`src/rtl/dmem_arbiter.sv`:
```
// dmem_arbiter: shares the single-port data memory between the CPU MEM stage
// and a debug/loader port. Grants at most one port per cycle (round-robin on
// ties), passes the granted access straight to the memory, and registers read
// data for return one cycle later. DBG may lock the memory across several
// cycles for multi-word sequences.
//
// Ports:
//   clk, reset                    clock, synchronous active-high reset
//   cpu_req/write/address/wdata   CPU access request (held until cpu_ready)
//   cpu_ready, cpu_stall          combinational grant / stall to the CPU
//   cpu_rvalid, cpu_read_data     registered read return (one-cycle pulse)
//   dbg_*                         same set for the DBG port (no stall output)
//   dbg_lock                      DBG keeps exclusive ownership while granted
//   mem_write/address/write_data  to data_memory
//   mem_read_data                 from data_memory (combinational read)
module dmem_arbiter #(
  parameter int unsigned ADDR_W = 32,
  parameter int unsigned DATA_W = 32
) (
  input  logic              clk,
  input  logic              reset,
  input  logic              cpu_req,
  input  logic              cpu_write,
  input  logic [ADDR_W-1:0] cpu_address,
  input  logic [DATA_W-1:0] cpu_write_data,
  output logic              cpu_ready,
  output logic              cpu_stall,
  output logic              cpu_rvalid,
  output logic [DATA_W-1:0] cpu_read_data,
  input  logic              dbg_req,
  input  logic              dbg_write,
  input  logic [ADDR_W-1:0] dbg_address,
  input  logic [DATA_W-1:0] dbg_write_data,
  input  logic              dbg_lock,
  output logic              dbg_ready,
  output logic              dbg_rvalid,
  output logic [DATA_W-1:0] dbg_read_data,
  output logic              mem_write,
  output logic [ADDR_W-1:0] mem_address,
  output logic [DATA_W-1:0] mem_write_data,
  input  logic [DATA_W-1:0] mem_read_data
);

  typedef enum logic {ARB = 1'b0, LOCK = 1'b1} state_e;

  state_e            state_q, state_d;
  logic              last_grant_q, last_grant_d;   // 0 = CPU, 1 = DBG
  logic              cpu_rvalid_q, cpu_rvalid_d;
  logic              dbg_rvalid_q, dbg_rvalid_d;
  logic [DATA_W-1:0] cpu_rdata_q, cpu_rdata_d;
  logic [DATA_W-1:0] dbg_rdata_q, dbg_rdata_d;
  logic              grant_cpu, grant_dbg;

  // State and read-return registers
  always_ff @(posedge clk) begin
    if (reset) begin
      state_q      <= ARB;
      last_grant_q <= 1'b1;
      cpu_rvalid_q <= 1'b0;
      dbg_rvalid_q <= 1'b0;
      cpu_rdata_q  <= '0;
      dbg_rdata_q  <= '0;
    end else begin
      state_q      <= state_d;
      last_grant_q <= last_grant_d;
      cpu_rvalid_q <= cpu_rvalid_d;
      dbg_rvalid_q <= dbg_rvalid_d;
      cpu_rdata_q  <= cpu_rdata_d;
      dbg_rdata_q  <= dbg_rdata_d;
    end
  end

  // Grant decision, next state, memory mux and read capture
  always_comb begin
    grant_cpu      = 1'b0;
    grant_dbg      = 1'b0;
    state_d        = state_q;
    last_grant_d   = last_grant_q;
    cpu_rvalid_d   = 1'b0;
    dbg_rvalid_d   = 1'b0;
    cpu_rdata_d    = cpu_rdata_q;
    dbg_rdata_d    = dbg_rdata_q;
    mem_address    = cpu_address;
    mem_write_data = cpu_write_data;
    mem_write      = 1'b0;

    if (!reset) begin
      unique case (state_q)
        ARB: begin
          if (cpu_req && dbg_req) begin
            // tie: the port that did not win last time goes now
            grant_cpu = last_grant_q;
            grant_dbg = ~last_grant_q;
          end else begin
            grant_cpu = cpu_req;
            grant_dbg = dbg_req;
          end
          if (grant_dbg && dbg_lock) state_d = LOCK;
        end
        LOCK: begin
          // DBG may still be served in the cycle it releases the lock
          grant_dbg = dbg_req;
          if (!dbg_lock) state_d = ARB;
        end
        default: state_d = ARB;
      endcase
    end

    if (grant_dbg) begin
      mem_address    = dbg_address;
      mem_write_data = dbg_write_data;
      mem_write      = dbg_write;
      last_grant_d   = 1'b1;
      if (!dbg_write) begin
        dbg_rvalid_d = 1'b1;
        dbg_rdata_d  = mem_read_data;
      end
    end else if (grant_cpu) begin
      mem_write    = cpu_write;
      last_grant_d = 1'b0;
      if (!cpu_write) begin
        cpu_rvalid_d = 1'b1;
        cpu_rdata_d  = mem_read_data;
      end
    end
  end

  assign cpu_ready     = grant_cpu;
  assign dbg_ready     = grant_dbg;
  assign cpu_stall     = cpu_req & ~grant_cpu;
  assign cpu_rvalid    = cpu_rvalid_q;
  assign dbg_rvalid    = dbg_rvalid_q;
  assign cpu_read_data = cpu_rdata_q;
  assign dbg_read_data = dbg_rdata_q;

endmodule

```
`config.mk`:
```
export PLATFORM = sky130hd
export DESIGN_NAME = dmem_arbiter
export DESIGN_NICKNAME = d
export VERILOG_FILES = /design/src/rtl/dmem_arbiter.sv
export SDC_FILE = /design/constraint.sdc
export NUM_CORES = 1
export LEC_CHECK = 0
export ABC_CLOCK_PERIOD_IN_PS = 1750
export CAP_MARGIN = 40
export CORE_AREA = 2 2 116 118
export CTS_CLUSTER_DIAMETER = 30
export DETAILED_ROUTE_END_ITERATION = 7
export DIE_AREA = 0 0 118 120
export PLACE_DENSITY = 0.73
export SETUP_SLACK_MARGIN = 0.15
export SLEW_MARGIN = 20
export SYNTH_ARGS = -nofsm -noshare
export SYNTH_HDL_FRONTEND = slang
export SYNTH_SLANG_ARGS = --single-unit
```
`constraint.sdc`:
```
create_clock -name clk -period 1.75 [get_ports clk]
set_input_delay 0.4375 -clock clk [delete_from_list [all_inputs] [get_ports clk]]
set_output_delay 0.4375 -clock clk [all_outputs]
set_load 0.02 [all_outputs]
```
==> results by group <==
Synth
  • Top-count cell post-synth: dfxtp_1
  • Ys flop type: dfxtp_1
  • Count of different cell masters after synthesis: 24
  • Seq/Total Area, Yosys: 0.392
  • Post-synth EDFFs: 0
  • Yosys warns: 0
  • Number of synthesized register bits: 68
  • Area leader, netlist: dfxtp_1
  • Ys async rst share: 0
  • Ranking of synthesized cells by area: dfxtp_1 (39%), mux2_1 (17%), mux2_2 (15%), o211ai_1 (6.9%), nor2b_1 (6.1%)
  • Synthesized Nets: approximately 510
  • Syn_area_per_cell: 10.2 um^2
  • Cell area after synthesis: between 0.003 and 0.004 mm^2
  • Synth top cells by count: dfxtp_1 (68), mux2_1 (51), mux2_2 (45), nand2_1 (34), nor2b_1 (34)
  • Post-Synthesis Cells: 342
  • Yosys top cell area share: 0.392

Floorplan
  • # rows: between 40 and 50
  • Die height: around 120 um
  • Initial Util: 0.268
  • Die X: 118 um
  • Ports: about 300
  • Core footprint: around 0.013 mm^2
  • Total die area: roughly 0.014 mm^2

Placement
  • Pre-CTS WS: -1.16 ns
  • Area after DPL: 0.00700 mm^2
  • Port bufs: 300
  • GP Congestion: just over 0.9
  • Placed insts: between 800 and 900
  • Detailed placement HPWL: 13.7 mm

Route
  • Via count: about 4,100
  • Vias per cell: 4.76
  • First-pass DRT Iterations: 4
  • Final ANT Viol Nets: 0
  • Routed wire length per instance: between 20 and 25 um
  • DRC Markers: 0
  • Total wire length: ~18 mm
  • Starting DRC count in detailed routing: about 180

Power
  • Sw power: about 1.4 mW
  • Sw frac: 0.272
  • Clk pwr share: 0.348
  • Int Power: 3.82 mW
  • Pwr/cell area: 664 mW/mm^2
  • Static Leakage: about 3.9 nW
  • Comb power frac: 0.335
  • VDD IR max: roughly 0.55 mV
  • Register share of total power: 0.317
  • Power consumption: 5.26 mW

Timing
  • Final number of hold-violating endpoints: 0
  • Hold WS: just under 0.5 ns
  • Highest Clock Rate: about 450 MHz
  • Slew HR: 0.738
  • Final setup fails: 100
  • Setup TNS: -32.11 ns
  • Slew @ Worst Pin: just under 0.4 ns
  • Fin crit share: 1.26
  • Clock skew after layout: between 0.004 and 0.005 ns
  • Post-route minimum period: about 2.2 ns
  • RSZ-0062 raised after global routing: true
  • Setup ws final: -0.453 ns
  • Fin. max-slew vios: 0

Clocking
  • CTS tree: yes
  • Max clock buf depth: 2
  • Root Driver: clkbuf_16
  • CTS buffer count: 9
  • H-tree Lvls: 3
  • Skew-Pair Late Insertion Delay: 0.33 ns
  • Clock net sink count: 68
  • Clock-pin transition on the worst setup and hold timing paths: 0.05 ns

Critical path
  • WP data arrival: between 1.5 and 2 ns
  • Stages on the worst setup path: 6
  • Worst Setup Path Type: flop to primary output
  • CP required: 1.31 ns
  • Crit-path max FO: 6
  • Critical Path Max Stage Delay: roughly 0.31 ns
  • Slowest cell on the critical path: dfxtp_2
  • Worst-path cell chain: nand3b_1, nand3_4, buf_8, clkbuf_16, mux2_4, buf_6
  • Worst Reg-to-Reg Cells: 9
  • Crit path buffers/inverters: 3
  • Crit. End Element: primary output
  • Crit-path leading delay family: buffers and inverters
  • Startpoint Class: flop

GRT
  • Pin count of the biggest net entering global routing: 35
  • Total grt overflow: 0
  • Vias in the first global route: about 4,200
  • Initial antenna violation count: 2
  • First-pass GRT wire length: 25.8 mm
  • Overall Global Routing Usage: 0.243

Hold path
  • Min-delay worst type: flop to flop
  • Hold Path Cell Cnt: 2

Cells and area
  • Final instance area: a little under 0.008 mm^2
  • Final Util: 0.610
  • Area growth, synth to finish: 128%
  • Layout cells sized above 1: 0.359
  • NumNets Final: ~840
  • Post-Layout Cell Count: roughly 860

Run status
  • Violated checks: setup timing
  • Status: finished with violations

Flow run
  • Maxcap violations: 0
==> power groups by stage <==
stage / Combinational, mW / Sequential [mW] / Clock, mW
floorplan: 0.598 / 1.79 / 0
global placement: 1.58 / 1.70 / 0
detailed placement: 1.59 / 1.70 / 0
CTS: 1.60 / 1.67 / 1.85
global route: 1.84 / 1.67 / 1.92
finish: 1.76 / 1.67 / 1.83
==> cells in the final DEF (no fill, tap or decap), types with 2 or more instances in the layout <==
| cell | instances |
|---|---|
| buf_12 | 8 |
| buf_16 | 6 |
| buf_2 | 3 |
| buf_4 | 26 |
| buf_6 | 68 |
| buf_8 | 3 |
| clkbuf_16 | 12 |
| clkbuf_8 | 2 |
| clkdlybuf4s15_2 | 2 |
| clkdlybuf4s50_1 | 162 |
| clkinv_2 | 4 |
| dfxtp_1 | 66 |
| dfxtp_2 | 2 |
| diode_2 | 3 |
| dlygate4sd2_1 | 68 |
| mux2_2 | 5 |
| mux2_4 | 91 |
| nand2_1 | 34 |
| nand3_1 | 32 |
| nor2b_1 | 33 |
| nor4b_4 | 2 |
| o211ai_1 | 32 |
==> area by class of cell <==
cell class | instances | area [um^2]
clock inverter | 5 | 50.0
antenna | 3 | 7.51
fill | 1108 | 5070
sequential | 68 | 1360
multi-input combinational | 240 | 2330
timing repair buffer | 350 | 3670
tap | 176 | 220
clock buffer | 11 | 253
inverter | 3 | 17.5
==> state kept, by name (all words and copies together), names as in the netlist <==
name           cells
cpu_read_data     32
dbg_read_data     32
cpu_rvalid         1
dbg_rvalid         1
last_grant_q       1
state_q            1
==> worst register-to-register path: cells and delay by family, from the launching register on <==
family                 cells  cell delay, ns
AO/OA/AOI/OAI              1            0.19
flip-flops                 1            0.31
AND/OR/NAND/NOR            2            0.54
buffers and inverters      6            0.75
==> kinds of logic (layout without fill, tap and decap cells) <==
logic type | Yosys count | count (layout) | synth area share
simple gates | 109 | 109 | 0.168
mux | 96 | 96 | 0.311
flops | 68 | 68 | 0.392
compound gates | 35 | 35 | 0.0745
buf+inv | 34 | 369 | 0.0544
other cells | 0 | 3 | 0
==> layer usage <==
| metal | up-vias | global-route usage | wire length, um | part of all wire |
|---|---|---|---|---|
| li1 | 1885 | - | - | - |
| met1 | 1950 | 0.270 | 7200 | 0.39 |
| met2 | 200 | 0.428 | 8920 | 0.49 |
| met3 | 36 | 0.0779 | 1630 | 0.089 |
| met4 | 4 | 0.103 | 554 | 0.030 |
| met5 | - | 0 | 23 | 0.0013 |
==> worst paths after layout <==
kind                                   startpoint                 to  slack (ns)
worst max-delay path                      state_q     mem_address[6]       -0.45
worst min register to register  cpu_read_data[15]  cpu_read_data[15]        0.48
worst min-delay path            cpu_read_data[15]  cpu_read_data[15]        0.48
worst max register to register            state_q   cpu_read_data[2]       -0.16
==> repair_timing <==
action,4_1_cts,5_1_grt
cloned,8,3
pin swaps,9,10
endpoints found under the hold margin,0,0
buffers inserted,12,2
setup endpoints to repair,198,106
resized for setup,433,112
hold buffers,0,0
No activity file was read; power rests on OpenSTA's default activity.
